**src/rtl/path_cmd_arbiter_pkg.sv**
```systemverilog
// path_cmd_arbiter_pkg: shared requester and state encodings for the DRAM command arbiters
package path_cmd_arbiter_pkg;
  localparam int NumReq = 3;
  typedef enum logic [1:0] {REQ_RD = 2'd0, REQ_WB = 2'd1, REQ_HD = 2'd2} req_e;
  typedef enum logic {ST_Idle = 1'b0, ST_Lock = 1'b1} state_e;
endpackage

```
**src/rtl/path_cmd_arbiter_pick.sv**
```systemverilog
// rr_priority_pick: combinational round-robin picker where any valid overridden requester beats plain round-robin order
module rr_priority_pick
  import path_cmd_arbiter_pkg::*;
(
  input  logic [NumReq-1:0] Valid,
  input  logic [1:0]        Ptr,
  input  logic [NumReq-1:0] Override,
  output logic [NumReq-1:0] Pick
);
  logic [NumReq-1:0] ovr;
  logic [1:0] idx;
  assign ovr = Valid & Override;
  always_comb begin
    Pick = '0;
    idx = '0;
    for (int i = 0; i < NumReq; i++) begin
      idx = 2'((int'(Ptr) + i) % NumReq);
      if (Pick == '0 && (|ovr ? ovr[idx] : Valid[idx])) Pick[idx] = 1'b1;
    end
  end
endmodule

```
**src/rtl/path_cmd_arbiter.sv**
```systemverilog
// path_cmd_arbiter: packet-locked round-robin share of the DRAM address/command channel among RD, WB and HD
module path_cmd_arbiter
  import path_cmd_arbiter_pkg::*;
#(
  parameter int DDRAWidth = 28,
  parameter int DDRCWidth = 3,
  parameter int LenWidth  = 10
) (
  input  logic                 Clock,
  input  logic                 Reset,
  input  logic [DDRAWidth-1:0] RDAddr,
  input  logic [DDRCWidth-1:0] RDCmd,
  input  logic [LenWidth-1:0]  RDLen,
  input  logic                 RDValid,
  output logic                 RDReady,
  input  logic [DDRAWidth-1:0] WBAddr,
  input  logic [DDRCWidth-1:0] WBCmd,
  input  logic [LenWidth-1:0]  WBLen,
  input  logic                 WBValid,
  output logic                 WBReady,
  input  logic [DDRAWidth-1:0] HDAddr,
  input  logic [DDRCWidth-1:0] HDCmd,
  input  logic [LenWidth-1:0]  HDLen,
  input  logic                 HDValid,
  output logic                 HDReady,
  input  logic                 StashAlmostFull,
  output logic [DDRAWidth-1:0] DRAMAddr,
  output logic [DDRCWidth-1:0] DRAMCommand,
  output logic                 DRAMCommandValid,
  input  logic                 DRAMCommandReady,
  output logic [2:0]           Grant,
  output logic                 AddrTransfer,
  output logic                 PacketDone
);
  state_e state_q, state_d;
  req_e rr_ptr_q;
  logic [2:0] grant_q, pick, req_valid;
  logic [LenWidth-1:0] beats_left_q, pick_len;
  logic lock;
  assign req_valid = {HDValid, WBValid, RDValid};
  assign lock = state_q == ST_Lock;
  rr_priority_pick u_pick (
    .Valid(req_valid),
    .Ptr(rr_ptr_q),
    .Override({1'b0, StashAlmostFull, 1'b0}),
    .Pick(pick)
  );
  assign pick_len = pick[0] ? RDLen : pick[1] ? WBLen : HDLen;
  assign DRAMAddr = grant_q[0] ? RDAddr : grant_q[1] ? WBAddr : HDAddr;
  assign DRAMCommand = grant_q[0] ? RDCmd : grant_q[1] ? WBCmd : HDCmd;
  assign DRAMCommandValid = lock & |(grant_q & req_valid);
  assign {HDReady, WBReady, RDReady} = lock ? grant_q & {3{DRAMCommandReady}} : 3'b000;
  assign AddrTransfer = DRAMCommandValid & DRAMCommandReady;
  assign PacketDone = AddrTransfer & (beats_left_q == LenWidth'(1));
  assign Grant = grant_q;
  always_comb begin
    state_d = lock ? (PacketDone ? ST_Idle : ST_Lock) : (|req_valid ? ST_Lock : ST_Idle);
  end
  always_ff @(posedge Clock or negedge Reset) begin
    if (!Reset) begin
      state_q <= ST_Idle;
      grant_q <= '0;
      rr_ptr_q <= REQ_RD;
      beats_left_q <= '0;
    end else begin
      state_q <= state_d;
      if (!lock && |req_valid) begin
        grant_q <= pick;
        beats_left_q <= pick_len == '0 ? LenWidth'(1) : pick_len;
      end else if (AddrTransfer && beats_left_q != '0) beats_left_q <= beats_left_q - LenWidth'(1);
      if (PacketDone) begin
        grant_q <= '0;
        rr_ptr_q <= grant_q[0] ? REQ_WB : grant_q[1] ? REQ_HD : REQ_RD;
      end
    end
  end
`ifdef SIMULATION
  always_ff @(posedge Clock) begin
    if (Reset && !lock && |req_valid && pick_len == '0)
      $display("path_cmd_arbiter: ERROR zero-length packet request, treated as 1 beat");
  end
`endif
endmodule

```
**config.mk**
```make
export PLATFORM = sky130hd
export DESIGN_NAME = path_cmd_arbiter
export DESIGN_NICKNAME = d
export VERILOG_FILES = /design/src/rtl/path_cmd_arbiter_pkg.sv /design/src/rtl/path_cmd_arbiter_pick.sv /design/src/rtl/path_cmd_arbiter.sv
export SDC_FILE = /design/constraint.sdc
export NUM_CORES = 1
export LEC_CHECK = 0
export ABC_AREA = 1
export BUFFER_PORTS_ARGS = -buffer_cell sky130_fd_sc_hd__buf_2
export CAP_MARGIN = 20
export CELL_PAD_IN_SITES_DETAIL_PLACEMENT = 0
export CELL_PAD_IN_SITES_GLOBAL_PLACEMENT = 1
export CORE_MARGIN = 3
export CORE_UTILIZATION = 24
export DETAILED_ROUTE_END_ITERATION = 8
export GPL_ROUTABILITY_DRIVEN = 0
export PLACE_DENSITY = 0.9
export SLEW_MARGIN = 20
export SYNTH_ARGS = -nofsm -noshare
export SYNTH_HDL_FRONTEND = slang
export SYNTH_SLANG_ARGS = --single-unit
```
**constraint.sdc**
```tcl
create_clock -name Clock -period 2.7 [get_ports Clock]
set_input_delay 0.54 -clock Clock [delete_from_list [all_inputs] [get_ports Clock]]
set_output_delay 0.54 -clock Clock [all_outputs]
set_load 0.005 [all_outputs]
```
==> key figures <==
Outcome
  – Status: completed

Synth
  – Post-synth EDFFs: 0
  – Flops & latches, synth: 16
  – Synth Flop Type: dfrtp_1
  – Multiplexer share of the synthesized area: 0%
  – Simple-gate share of the synthesized area: 41.4%
  – Largest family of logic cells by synthesized area: simple AND/OR/NAND/NOR gates
  – Post-synthesis adder-cell area fraction: 3.51%
  – Post-synth top cells: nand2_1, a21oi_1, nor2_1, nand3_1, inv_1
  – Post-Syn Instances: between 300 and 400
  – Yosys Warn Count: 0
  – Ys async rst share: 100%
  – Yosys top cell by area: dfrtp_1
  – Mapped Nets: between 500 and 600
  – Register area share after synthesis: a little under a fifth
  – Yosys top cell area share: 18.7%
  – Count of cell types in the netlist: 36
  – Synth Area in Compound Gates: 25.1%
  – Avg Cell Area, Syn: 5.62 um2
  – Xor/xnor share of the synthesized area: 1.64%
  – Most frequent cell after synthesis: nand2_1
  – Mapped Area: around 0.0021 mm2
  – Synth top area cells: dfrtp_1, a21oi_1, nand2_1

Clocking
  – Clock-pin slew on the worst setup and hold paths: approximately 0.070 ns
  – Clock Sinks: 16
  – Clock tree buffer depth: 2
  – CTS tree: built
  – Worst-skew pair later-pin latency: ~0.26 ns
  – Clk root buf: clkbuf_8
  – Hold Buf Count CTS: 0
  – CTS Buf Count: 3
  – CTS H-Tree Depth: 1

Die
  – Die Width: 100 um
  – IO Count: 170
  – Starting density of the core: 25.4%
  – Die Footprint: approximately 0.010 mm2
  – Die H: 100 um
  – # rows: 33
  – Core Region: around 0.0084 mm2

STA
  – Worst slew pin tran: 0.558 ns
  – Max transition margin: between 60% and 70%
  – Hold Vio Cnt, Final: 0
  – Max Slew Vio Count: 0
  – Final WS setup: about 0.13 ns
  – Clock skew: 0.00568 ns
  – Final period util: between 90% and 100%
  – Highest Clock Rate: around 390 MHz
  – Final setup fails: 0
  – Crit path time final: 2.57 ns
  – Final TNS setup: 0 ns

Global route
  – First-pass GRT wire length: about 13000 um
  – Vias in the first global route: 2918
  – Grt total ovfl: 0
  – Initial antenna violation count: 1
  – Largest net degree at the start of global routing: 34
  – Overall fraction of global-route tracks in use: between 10% and 20%

Critical path
  – Slowest-stage cell, CP: dfrtp_1
  – Most used cell, CP: nand2_1
  – CP endpoint kind: flip-flop
  – CP bufs+invs: 4
  – Crit Path Class: reg2reg
  – Worst path arrival time: between 2 and 3 ns
  – Crit-path leading delay family: simple AND/OR/NAND/NOR gates
  – Crit-path max cell delay: between 0.4 and 0.5 ns
  – Crit-path cells: inv_2 -> ha_2 -> inv_2 -> nand2_1 -> nand2_2 -> nand3_4 -> nand2_2 -> inv_2 -> nand3_1 -> nand2_2 -> nor2_4 -> nand3_2 -> nand2_4 -> inv_6 -> or2_1 -> nand2_1 -> nand2_1 -> nor2_1 -> nand3_1 -> nand2_1 -> nand2_1 -> nand2_1
  – CP max FO: 15
  – Worst path required time: ~2.9 ns
  – Critical Path Start Type: flip-flop

Drt
  – Routed vias: between 3000 and 4000
  – Detailed Routing Iterations Pass 1: 4
  – Final wirelength: 8960 um
  – Wirelength per Cell: 13.6 um
  – Via density: ~5
  – Iter 0 DRT Violations: 165
  – # DRC: 0
  – Antenna Nets Post-Route: 0

Finish
  – Utilization after layout: 39.2%
  – Share of cells above drive strength 1: 39.6%
  – Synth-to-layout area growth: 54.7%
  – NumNets Final: 688

Hold path
  – HP Class: in2async

Power and ir drop
  – Total power: 1.14 mW
  – Static Leakage: around 1.8 nW
  – IR drop worst, VDD: ~0.46 mV
  – PD cells: 346 mW/mm2

Place
  – Post-DP HPWL: 7200 um
  – Port Buf Inserts: 169
  – Pre-CTS WS: 0.0689 ns

Run
  – Max-Cap Viols: 0
## power breakdown
part	internal (mW)	switching [mW]	total, mW
Sequential	0.301	0.0549	0.356
Combinational	0.262	0.308	0.569
Clock	0.130	0.0886	0.218
## state kept, by name, indices dropped and copies added (netlist names)
name,cells
Grant,3
rr_ptr_q,2
lock,1
beats_left_q,10
## final timing paths
| check | from | endpoint | slack (ns) | depth (start not counted) |
|---|---|---|---|---|
| max | rr_ptr_q[1] | beats_left_q[0] | 0.13 | 22 |
| min | Reset | beats_left_q[7] | 0.19 | 1 |
| max reg2reg | rr_ptr_q[1] | beats_left_q[0] | 0.13 | 22 |
| min reg2reg | beats_left_q[0] | beats_left_q[0] | 0.55 | 2 |
| max in group asynchronous | Reset | beats_left_q[8] | 2.24 | 1 |
| min in group Clock | beats_left_q[0] | beats_left_q[0] | 0.55 | 2 |
## metrics by stage
step | hold slack [ns] | std cells | area [um2]
final | 0.191 | 657 | 3310
after global routing | 0.213 | 657 | 3310
after CTS | 0.203 | 649 | 3170
after detailed placement | 0.479 | 645 | 3110
after global placement | 0.470 | 645 | 3110
after floorplan | 0.244 | 380 | 2140
## routing by layer
metal / share of wire (%) / GRT usage, %
met5: 0 / 0
met1: 42 / 20.1
met4: 1.7 / 3.63
met3: 7.9 / 3.20
met2: 48 / 27.4
## placed cells by master, fill, tap and decap left out, types with 5 or more instances in the layout
cell     netlist  layout
buf_2          0     169
nand2_1       88      86
a21oi_1       72      72
nor2_1        53      53
nand3_1       37      34
inv_1         30      26
dfrtp_1       16      16
o21ai_0       14      14
buf_4          0      13
inv_2          3       6
nor3_1         5       5
nand2_2        5       5
## cells by family (layout without fill, tap and decap cells)
logic type / Yosys count / count (layout)
buf+inv: 52 / 223
xor+xnor: 4 / 4
compound gates: 100 / 100
fa+ha+maj: 6 / 6
simple gates: 202 / 202
other cells: 0 / 1
flops: 16 / 16
## layout make-up
class	count	area, um2
antenna	1	2.50
clock buffer	4	55.1
fill	914	5120
inverter	36	144
multi-input combinational	312	1610
sequential	16	400
tap	105	131
timing repair buffer	183	963
## timing repair
item / 4_1_cts / 5_1_grt
buffers inserted: 0 / 7
resized for setup: 0 / 20
setup endpoints to repair: 0 / 7
No activity file was read; power rests on OpenSTA's default activity.
